[config.mk]
export PLATFORM = sky130hd
export DESIGN_NAME = alu16_seq_responder_flat
export DESIGN_NICKNAME = d
export VERILOG_FILES = /design/src/rtl/alu16_seq_responder_if.sv /design/src/rtl/alu16_seq_responder.sv /design/src/flat_wrapper.sv
export SDC_FILE = /design/constraint.sdc
export NUM_CORES = 1
export LEC_CHECK = 0
export ABC_AREA = 1
export BUFFER_PORTS_ARGS = -buffer_cell sky130_fd_sc_hd__buf_2
export CAP_MARGIN = 15
export CORE_MARGIN = 2
export CORE_UTILIZATION = 35
export DETAILED_ROUTE_END_ITERATION = 10
export PLACE_DENSITY_LB_ADDON = 0.08
export SYNTH_ARGS = -nofsm -noshare
export SYNTH_HDL_FRONTEND = slang
export SYNTH_SLANG_ARGS = --single-unit
[constraint.sdc]
create_clock -name clk -period 3.6 [get_ports clk]
set_clock_uncertainty 0.2 [all_clocks]
set_input_delay 0.54 -clock clk [delete_from_list [all_inputs] [get_ports clk]]
set_output_delay 0.54 -clock clk [all_outputs]
set_load 0.01 [all_outputs]
[src/rtl/alu16_seq_responder_if.sv]
// Request/response bus between an ALU op issuer (master) and alu16_seq_responder (slave).
interface alu16_seq_responder_if #(
    parameter int WIDTH = 16
);
    logic                 req_valid;
    logic                 req_ready;
    logic [WIDTH-1:0]     Inp1;
    logic [WIDTH-1:0]     Inp2;
    logic [2:0]           Op_code;
    logic                 rsp_valid;
    logic                 rsp_ready;
    logic [2*WIDTH-1:0]   Result;
    logic                 div_by_zero;
    logic                 busy;

    modport master (
        output req_valid, Inp1, Inp2, Op_code, rsp_ready,
        input  req_ready, rsp_valid, Result, div_by_zero, busy
    );

    modport slave (
        input  req_valid, Inp1, Inp2, Op_code, rsp_ready,
        output req_ready, rsp_valid, Result, div_by_zero, busy
    );
endinterface

[src/rtl/alu16_seq_responder.sv]
// Handshaked 16-bit ALU: single-cycle add/sub/logic, 16-iteration shift-add multiply
// and restoring divide on operand magnitudes, with sign fixed up at the end.
module alu16_seq_responder #(
    parameter int WIDTH = 16,
    parameter int ITER  = WIDTH
) (
    input logic                   clk,
    input logic                   rst_n,
    alu16_seq_responder_if.slave  bus
);
    localparam int RW = 2 * WIDTH;
    localparam int CW = $clog2(ITER);

    localparam logic [2:0] OP_ADD = 3'b000;
    localparam logic [2:0] OP_SUB = 3'b001;
    localparam logic [2:0] OP_MUL = 3'b010;
    localparam logic [2:0] OP_DIV = 3'b011;
    localparam logic [2:0] OP_OR  = 3'b100;
    localparam logic [2:0] OP_AND = 3'b101;
    localparam logic [2:0] OP_NA  = 3'b110;

    typedef enum logic [1:0] {S_IDLE, S_CALC, S_DONE} state_t;

    state_t            state_q,  state_d;
    logic [CW-1:0]     cnt_q,    cnt_d;
    logic [2:0]        op_q,     op_d;
    logic              neg_q,    neg_d;
    logic              dvz_q,    dvz_d;
    logic [RW-1:0]     acc_q,    acc_d;
    logic [RW-1:0]     mcand_q,  mcand_d;
    logic [WIDTH-1:0]  shr_q,    shr_d;
    logic [WIDTH-1:0]  dvsr_q,   dvsr_d;
    logic [WIDTH-1:0]  rem_q,    rem_d;
    logic [RW-1:0]     result_q, result_d;
    logic              dbz_q,    dbz_d;

    function automatic logic [WIDTH-1:0] mag(input logic [WIDTH-1:0] v);
        mag = v[WIDTH-1] ? -v : v;
    endfunction

    function automatic logic [RW-1:0] sext(input logic [WIDTH-1:0] v);
        sext = {{WIDTH{v[WIDTH-1]}}, v};
    endfunction

    // shr_q holds the remaining multiplier bits (mul) or dividend-turning-quotient (div)
    logic [RW-1:0]     acc_step;
    logic [WIDTH:0]    rem_sh;
    logic [WIDTH:0]    rem_sub;
    logic              rem_ge;
    logic [WIDTH-1:0]  quo_step;
    logic [RW-1:0]     quo_ext;
    logic [RW-1:0]     fast_result;

    always_comb begin
        acc_step = shr_q[0] ? (acc_q + mcand_q) : acc_q;
        rem_sh   = {rem_q, shr_q[WIDTH-1]};
        rem_ge   = (rem_sh >= {1'b0, dvsr_q});
        rem_sub  = rem_sh - {1'b0, dvsr_q};
        quo_step = {shr_q[WIDTH-2:0], rem_ge};
        quo_ext  = {{WIDTH{1'b0}}, quo_step};
    end

    always_comb begin
        fast_result = '0;
        case (bus.Op_code)
            OP_ADD:  fast_result = sext(bus.Inp1) + sext(bus.Inp2);
            OP_SUB:  fast_result = sext(bus.Inp1) - sext(bus.Inp2);
            OP_OR:   fast_result = {{WIDTH{1'b0}}, bus.Inp1 | bus.Inp2};
            OP_AND:  fast_result = {{WIDTH{1'b0}}, bus.Inp1 & bus.Inp2};
            OP_NA:   fast_result = {{WIDTH{1'b0}}, ~bus.Inp1};
            default: fast_result = {{WIDTH{1'b0}}, ~bus.Inp2};
        endcase
    end

    always_comb begin
        state_d  = state_q;
        cnt_d    = cnt_q;
        op_d     = op_q;
        neg_d    = neg_q;
        dvz_d    = dvz_q;
        acc_d    = acc_q;
        mcand_d  = mcand_q;
        shr_d    = shr_q;
        dvsr_d   = dvsr_q;
        rem_d    = rem_q;
        result_d = result_q;
        dbz_d    = dbz_q;

        case (state_q)
            S_IDLE: begin
                if (bus.req_valid) begin
                    op_d  = bus.Op_code;
                    dbz_d = 1'b0;
                    cnt_d = '0;
                    neg_d = bus.Inp1[WIDTH-1] ^ bus.Inp2[WIDTH-1];
                    dvz_d = (bus.Inp2 == '0);
                    if (bus.Op_code == OP_MUL) begin
                        acc_d   = '0;
                        mcand_d = {{WIDTH{1'b0}}, mag(bus.Inp1)};
                        shr_d   = mag(bus.Inp2);
                        state_d = S_CALC;
                    end else if (bus.Op_code == OP_DIV) begin
                        rem_d   = '0;
                        shr_d   = mag(bus.Inp1);
                        dvsr_d  = mag(bus.Inp2);
                        state_d = S_CALC;
                    end else begin
                        result_d = fast_result;
                        state_d  = S_DONE;
                    end
                end
            end
            S_CALC: begin
                cnt_d = cnt_q + 1'b1;
                if (op_q == OP_MUL) begin
                    acc_d   = acc_step;
                    mcand_d = mcand_q << 1;
                    shr_d   = shr_q >> 1;
                end else begin
                    rem_d = rem_ge ? rem_sub[WIDTH-1:0] : rem_sh[WIDTH-1:0];
                    shr_d = quo_step;
                end
                // The last iteration's value is folded straight into Result
                if (cnt_q == CW'(ITER - 1)) begin
                    state_d = S_DONE;
                    if (op_q == OP_MUL) begin
                        result_d = neg_q ? -acc_step : acc_step;
                    end else if (dvz_q) begin
                        result_d = '0;
                        dbz_d    = 1'b1;
                    end else begin
                        result_d = neg_q ? -quo_ext : quo_ext;
                    end
                end
            end
            S_DONE: begin
                if (bus.rsp_ready) begin
                    state_d = S_IDLE;
                end
            end
            default: state_d = S_IDLE;
        endcase
    end

    always_ff @(posedge clk or negedge rst_n) begin
        if (!rst_n) begin
            state_q  <= S_IDLE;
            cnt_q    <= '0;
            op_q     <= '0;
            neg_q    <= 1'b0;
            dvz_q    <= 1'b0;
            acc_q    <= '0;
            mcand_q  <= '0;
            shr_q    <= '0;
            dvsr_q   <= '0;
            rem_q    <= '0;
            result_q <= '0;
            dbz_q    <= 1'b0;
        end else begin
            state_q  <= state_d;
            cnt_q    <= cnt_d;
            op_q     <= op_d;
            neg_q    <= neg_d;
            dvz_q    <= dvz_d;
            acc_q    <= acc_d;
            mcand_q  <= mcand_d;
            shr_q    <= shr_d;
            dvsr_q   <= dvsr_d;
            rem_q    <= rem_d;
            result_q <= result_d;
            dbz_q    <= dbz_d;
        end
    end

    assign bus.req_ready   = (state_q == S_IDLE);
    assign bus.rsp_valid   = (state_q == S_DONE);
    assign bus.busy        = (state_q != S_IDLE);
    assign bus.Result      = result_q;
    assign bus.div_by_zero = dbz_q;
endmodule

[src/flat_wrapper.sv]
// flat-port wrapper written by rule: the top's interface ports become plain ports
module alu16_seq_responder_flat 
#(
    parameter int WIDTH = 16,
    parameter int ITER  = WIDTH
)
  (clk, rst_n, bus_req_valid, bus_Inp1, bus_Inp2, bus_Op_code, bus_rsp_ready, bus_req_ready, bus_rsp_valid, bus_Result, bus_div_by_zero, bus_busy);
  alu16_seq_responder_if #(.WIDTH(WIDTH)) bus_i ();
  input logic clk;
  input logic rst_n;
  input wire logic [$bits(bus_i.req_valid)-1:0] bus_req_valid;
  input wire logic [$bits(bus_i.Inp1)-1:0] bus_Inp1;
  input wire logic [$bits(bus_i.Inp2)-1:0] bus_Inp2;
  input wire logic [$bits(bus_i.Op_code)-1:0] bus_Op_code;
  input wire logic [$bits(bus_i.rsp_ready)-1:0] bus_rsp_ready;
  output wire logic [$bits(bus_i.req_ready)-1:0] bus_req_ready;
  output wire logic [$bits(bus_i.rsp_valid)-1:0] bus_rsp_valid;
  output wire logic [$bits(bus_i.Result)-1:0] bus_Result;
  output wire logic [$bits(bus_i.div_by_zero)-1:0] bus_div_by_zero;
  output wire logic [$bits(bus_i.busy)-1:0] bus_busy;
  assign bus_i.req_valid = bus_req_valid;
  assign bus_i.Inp1 = bus_Inp1;
  assign bus_i.Inp2 = bus_Inp2;
  assign bus_i.Op_code = bus_Op_code;
  assign bus_i.rsp_ready = bus_rsp_ready;
  assign bus_req_ready = bus_i.req_ready;
  assign bus_rsp_valid = bus_i.rsp_valid;
  assign bus_Result = bus_i.Result;
  assign bus_div_by_zero = bus_i.div_by_zero;
  assign bus_busy = bus_i.busy;
  alu16_seq_responder #(.WIDTH(WIDTH), .ITER(ITER)) u_core (.clk(clk), .rst_n(rst_n), .bus(bus_i));
endmodule
==> flow_summary_export.csv, run 1 <==
group,metric,value,unit
logic_synthesis,synth_edf_count,0,
flow_run,cap_violations,0,
logic_synthesis,yosysSeqAreaShare,27.92,%
grt,grt_pass1_vias,14390,
grt,grt-ovfl-total,0,
pwr,power_density,942.3,nW/um^2
route,post_drt_wl_per_cell,17.45,um
placement,port_buffers,74,
hold_path,min_to,"u_core.state_q[1]",
setup_path,cp-end-kind,"flip-flop",
setup_path,crit_fanout,7,
clocking,clockRootBuffer,"clkbuf_16",
setup_path,worst-setup-path-type,"primary input to flip-flop",
logic_synthesis,synth_flop_cell,"dfrtp_1",
logic_synthesis,async_flop_share,100.0,%
timing,finalSetupViolCount,14,
timing,finalHoldViolCount,0,
route,ant_nets,0,
grt,grt.total_usage,25.10,%
placement,dpl.hpwl,40.38,mm
logic_synthesis,synth.yosys.warnings,0,
timing,slew_headroom,41.34,%
route,drt-total-wl,51.00,mm
grt,grt_max_degree,66,
clocking,clock_sinks,156,
timing,layout_setup_ws,-0.09748,ns
clocking,clkTransAtPathRegs,0.06,ns
timing,timing.hold.ws,0.1455,ns
pwr,total_leakage_power,0.008626,uW
cells_and_area,nets,2500,
cells_and_area,drive_gt1_share,18.02,%
route,initialDrtViolationCount,1023,
route,drc,0,
floorplan,start_util,35.36,%
logic_synthesis,synth_top_area_share,27.92,%
cells_and_area,final_cell_mix,"594 x nand2_1, 279 x inv_1, 178 x o21ai_0, 174 x buf_4, 156 x dfrtp_1",
grt,met1_usage,35.22,%
hold_path,worstHoldPathCells,4,
timing,clock.fmax,0.2705,GHz
pwr,ir_drop,0.0004428,V
logic_synthesis,synth_area_leaders,"dfrtp_1 28%, nand2_1 16%, inv_1 7.7%",
logic_synthesis,synth_top_area_cell,"dfrtp_1",
timing,rsz0062_at_grt,"true",
outcome,outcome,"complete, but fails checks",
hold_path,hp-start,"bus_rsp_ready",
grt,use_met3,3.587,%
cells_and_area,instances_no_fill,2922,
floorplan,die_x,203.9,um
floorplan,die_h,203.9,um
placement,gp_congestion,0.9275,
cells_and_area,n_antenna_cell,0,
grt,busiest_layer,"met2",
grt,grt_pass1_wl,80.76,mm
route,via_per_inst,5.093,
clocking,clkLatencyLatePin,0.47,ns
floorplan,core_area,39550,um^2
timing,tightest_slew,0.8766,ns
timing,period_share,102.7,%
pwr,power,16060,uW
clocking,numCtsBuffers,17,
logic_synthesis,syn_area_per_cell,6.406,um^2
setup_path,critical_path_required,3.79,ns
outcome,violations,"negative setup slack",
setup_path,worst_r2r_startpoint,"u_core.mcand_q[0]",
floorplan,io_pins,75,
route,via_count,14880,
route,first_pass_iters,5,
cells_and_area,synthToLayoutAreaGrowth,21.90,%
floorplan,die_area,41570,um^2
setup_path,rr_worst_depth,16,
clocking,htree_num_levels,4,
logic_synthesis,ys_ff_latch,156,
grt,grt_use_met2,39.46,%
logic_synthesis,synth.distinct_cells,55,
timing,finalSetupTns,-0.5521,ns
clocking,cts_buffer_depth,2,
logic_synthesis,synthesis.nets,2299,
setup_path,regToRegEndpoint,"u_core.bus.Result[24]",
cells_and_area,n_fill_cell,4218,
grt,antenna_found_initial,0,
timing,slew_viol_final,0,
setup_path,crit_arrival,3.89,ns
setup_path,crit_path_start_kind,"primary input",
clocking,cts_tree,"done",
floorplan,fp-row-count,73,
hold_path,hold_class,"primary input to flip-flop",
timing,period_needed,3.697,ns
logic_synthesis,syn_area,13980,um^2
setup_path,reg2reg_setup_slack,0.12,ns
cells_and_area,layout.cells.most_common,"nand2_1",
logic_synthesis,netlist_instances,2183,
placement,dp.cells,2880,
-- kinds of logic after synthesis --
kind of cell             Yosys count  synth area share, %
adder cells (fa/ha/maj)           77                7.051
buffers and inverters            390                10.65
AND/OR/NAND/NOR                 1044                32.09
AO/OA/AOI/OAI                    466                19.17
flip-flops                       156                27.92
XOR/XNOR                          50                3.132
-- through the flow --
stage / setup slack [ns] / cell area (um^2) / util, %
CTS: 0.002551 / 16730 / 42.31
floorplan: 0.05244 / 13990 / -
finish: -0.09748 / 17050 / 43.10
global route: -0.3250 / 17050 / 43.10
global placement: -0.5222 / 16070 / 40.63
detailed placement: -0.6523 / 16070 / 40.63
-- critical path: stages --
cell      delay, ns
buf_8          0.10
nor3_4         0.19
nand4_1        0.16
nor2_2         0.17
nand3_2        0.12
nor2_4         0.14
nand4_1        0.14
nor3_2         0.24
ha_1           0.26
nand2_1        0.07
o21ai_2        0.05
ha_1           0.33
buf_6          0.14
a211oi_2       0.23
nand2_1        0.09
a31oi_2        0.18
xnor2_1        0.14
nand3_1        0.17
nand2_2        0.16
clkinv_4       0.11
a21oi_1        0.16
-- report_power, final --
group / leakage [uW] / switching, uW / internal [uW]
combinational: 0.00642 / 6880 / 4030
clock: 0.000288 / 802 / 1080
sequential: 0.00192 / 716 / 2560
total: 0.00863 / 8400 / 7660
-- worst max path at each step --
stage                          startpoint                    end  slack (ns)
after floorplan               bus_Inp2[1]  u_core.bus.Result[26]        0.05
after global placement        bus_Inp2[1]  u_core.bus.Result[30]       -0.52
after detailed placement      bus_Inp2[1]  u_core.bus.Result[26]       -0.65
after CTS                 u_core.rem_q[3]  u_core.bus.Result[14]       0.003
after global routing          bus_Inp2[0]  u_core.bus.Result[23]       -0.33
final                         bus_Inp2[0]  u_core.bus.Result[29]        -0.1
-- metal layers --
layer  share of wire, %  vias up
met3                3.9       59
met5                  0        -
met4                2.9        0
met2                 44      311
li1                   -     7602
met1                 49     6910
-- what timing repair did --
item	CTS	global route
buffers inserted	1	8
endpoints found under the setup margin	18	26
cloned	0	0
hold buffers	1	0
pin swaps	3	29
resized for setup	13	75
hold endpoints to repair	62	0
-- cells in the mapped netlist (7+ instances only) --
| library cell | n |
|---|---|
| a21oi_1 | 105 |
| a22oi_1 | 15 |
| a31oi_1 | 28 |
| buf_1 | 7 |
| buf_2 | 14 |
| clkbuf_1 | 49 |
| dfrtp_1 | 156 |
| ha_1 | 74 |
| inv_1 | 288 |
| inv_2 | 24 |
| nand2_1 | 600 |
| nand2_2 | 19 |
| nand3_1 | 151 |
| nand3_2 | 9 |
| nand4_1 | 29 |
| nor2_1 | 157 |
| nor2_2 | 12 |
| nor3_1 | 31 |
| o2111ai_1 | 7 |
| o211ai_1 | 18 |
| o21ai_0 | 188 |
| o21ai_1 | 10 |
| o22ai_1 | 55 |
| or2_2 | 14 |
| xnor2_1 | 10 |
| xor2_1 | 40 |
-- final cells by class --
class	count	area, um^2	share of cell area (%)
clock buffer	23	478.0	2.804
clock inverter	9	108.9	0.6386
inverter	318	1201	7.046
multi-input combinational	1637	8897	52.19
sequential	156	3904	22.90
tap	525	656.9	3.854
timing repair buffer	254	1800	10.56
-- flip-flops by register name, indices dropped and copies added, names as in the netlist --
signal,flops
u_core.state_q,2
u_core.acc_q,32
u_core.cnt_q,4
u_core.shr_q,16
u_core.bus.div_by_zero,1
u_core.mcand_q,32
u_core.neg_q,1
u_core.dvsr_q,16
u_core.rem_q,16
u_core.bus.Result,32
u_core.dvz_q,1
u_core.op_q,3
Note: power is estimated with default switching activity, not from simulation.
==> run 2, diff against run 1 <==
--- a/config.mk
+++ b/config.mk
@@ -7,11 +7,13 @@
 export LEC_CHECK = 0
 export ABC_AREA = 1
 export BUFFER_PORTS_ARGS = -buffer_cell sky130_fd_sc_hd__buf_2
-export CAP_MARGIN = 15
+export CAP_MARGIN = 20
 export CORE_MARGIN = 2
 export CORE_UTILIZATION = 35
 export DETAILED_ROUTE_END_ITERATION = 10
 export PLACE_DENSITY_LB_ADDON = 0.08
+export SETUP_SLACK_MARGIN = 0.1
+export SKIP_CTS_REPAIR_TIMING = 1
 export SYNTH_ARGS = -nofsm -noshare
 export SYNTH_HDL_FRONTEND = slang
 export SYNTH_SLANG_ARGS = --single-unit
==> run 2 against run 1 <==
Effect of this change:
- the flow now finishes without violations
- flip-flop and latch count unchanged
- utilization is 0.21 points higher
- sequential power is essentially flat
- worst hold slack got worse by 0.15 ns
- sequential share of layout area is 0.11 points lower
- highest routed layer unchanged
- critical path type is now flip-flop to flip-flop
- combinational power barely moved
- largest cell class unchanged
==> flow_summary_export.csv, run 2 (synthesized netlist as in run 1, its figures left out) <==
group,metric,value,unit
setup_path,crit_fanout,3,
floorplan,die_h,203.9,um
timing,finalSetupTns,0,ns
clocking,clkLatencyLatePin,0.47,ns
grt,grt_pass1_vias,14100,
floorplan,core_area,39550,um^2
hold_path,hold_class,"primary input to async pin",
placement,gp_congestion,0.8860,
grt,antenna_found_initial,0,
timing,clock.fmax,0.2852,GHz
cells_and_area,final_cell_mix,"591 x nand2_1, 278 x inv_1, 170 x o21ai_0, 161 x buf_4, 156 x dfrtp_1",
cells_and_area,utilization,43.31,%
clocking,numCtsBuffers,17,
placement,placed_cell_area,15960,um^2
setup_path,crit_path_start_kind,"flip-flop",
cells_and_area,synthToLayoutAreaGrowth,22.50,%
grt,grt-ovfl-total,0,
setup_path,crit_arrival,3.72,ns
route,ant_nets,0,
setup_path,worst_path_largest_cell_delay,0.44,ns
placement,dpl.hpwl,39.61,mm
timing,finalHoldViolCount,0,
clocking,clockRootBuffer,"clkbuf_16",
route,drc,0,
timing,timing.hold.ws,0.0004289,ns
cells_and_area,design_area,17130,um^2
timing,rsz0062_at_grt,"true",
route,drt-total-wl,51.01,mm
placement,port_buffers,74,
route,via_count,14930,
setup_path,critical_path_required,3.81,ns
timing,slew_headroom,36.08,%
setup_path,crit_chain,"ha_4, a21oi_2, o21ai_1, nand2_1, nand2_1, or2_4, a21oi_4, o21ai_2, nand2_2, nand2_4, inv_4, ha_4, inv_2, nor3_4, nand4_1, inv_2, nand2_4, nor2_4, a31oi_1, xor2_1, o211ai_1, nand3_1, nand2_1",
timing,period_share,97.40,%
setup_path,worst_r2r_startpoint,"u_core.rem_q[1]",
grt,grt_pass1_wl,79.71,mm
cells_and_area,nets,2488,
flow_run,cap_violations,0,
timing,tightest_slew,0.9589,ns
cells_and_area,drive_gt1_share,19.12,%
pwr,total_leakage_power,0.008581,uW
pwr,ir_drop,0.0005454,V
setup_path,worst-setup-path-type,"flip-flop to flip-flop",
cells_and_area,layout.cells.most_common,"nand2_1",
floorplan,start_util,35.36,%
floorplan,die_x,203.9,um
route,via_per_inst,5.130,
floorplan,io_pins,75,
pwr,power_density,933.6,nW/um^2
setup_path,reg2reg_setup_slack,0.09,ns
clocking,cts_tree,"done",
cells_and_area,n_antenna_cell,0,
timing,finalSetupViolCount,0,
timing,slew_viol_final,0,
grt,grt.total_usage,24.73,%
outcome,outcome,"completed",
setup_path,cp_slowest_cell,"dfrtp_1",
route,post_drt_wl_per_cell,17.53,um
timing,period_needed,3.506,ns
setup_path,cp_common_cell,"nand2_1",
route,initialDrtViolationCount,1031,
grt,grt_max_degree,157,
clocking,clkTransAtPathRegs,0.07,ns
clocking,clock_sinks,156,
setup_path,cp-end-kind,"flip-flop",
clocking,cts_buffer_depth,2,
route,first_pass_iters,5,
floorplan,die_area,41570,um^2
clocking,htree_num_levels,4,
floorplan,fp-row-count,73,
setup_path,startpoint,"u_core.rem_q[1]",
==> run 2: worst max-delay path, delay by kind of cell (launching register included) <==
kind | cells | cell delay (ns)
DFF | 1 | 0.44
and+or+nand+nor | 11 | 1.18
buffers and inverters | 3 | 0.20
AOI/OAI and AO/OA | 6 | 0.85
adders and majority gates | 2 | 0.38
xor gates and xnor gates | 1 | 0.17
==> run 2: area by class of cell <==
type	count	area (um^2)
Clock buffer	18	429.2
Clock inverter	14	113.9
Fill cell	4238	22420
Inverter	318	1206
Multi-Input combinational cell	1637	9123
Sequential cell	156	3904
Tap cell	525	656.9
Timing Repair Buffer	242	1698
==> run 2: final timing paths <==
check / depth (start not counted) / endpoint
min in group clk: 4 / u_core.state_q[1]
worst max-delay path: 23 / u_core.bus.Result[14]
worst min-delay path: 2 / u_core.acc_q[1]
max in group asynchronous: 2 / u_core.shr_q[12]
worst min register to register: 2 / u_core.bus.Result[5]
worst max register to register: 23 / u_core.bus.Result[14]
==> run 2: metal layers <==
layer  wire length, um  part of all wire [%]  track usage [%]
met2             22890                    45            39.78
met4              1311                   2.6            8.186
met3              1667                   3.3            3.125
met5                 0                     0                0
met1             25140                    49            34.26
==> run 2: stage by stage <==
step,worst slack [ns],std cells,power [uW]
floorplan,0.09690,2183,10130
global placement,-0.5570,2867,13480
detailed placement,-0.6096,2867,13580
CTS,-0.1791,2899,15430
global route,-0.1845,2910,17520
finish,0.09362,2910,15990
==> run 2: report_power, final <==
group          internal [uW]  switching [uW]  total, uW  leakage (uW)
clock network            895             877       1770      0.000254
logic                   3980            6990      11000       0.00641
registers               2560             700       3260       0.00192
total                   7430            8570      16000       0.00858
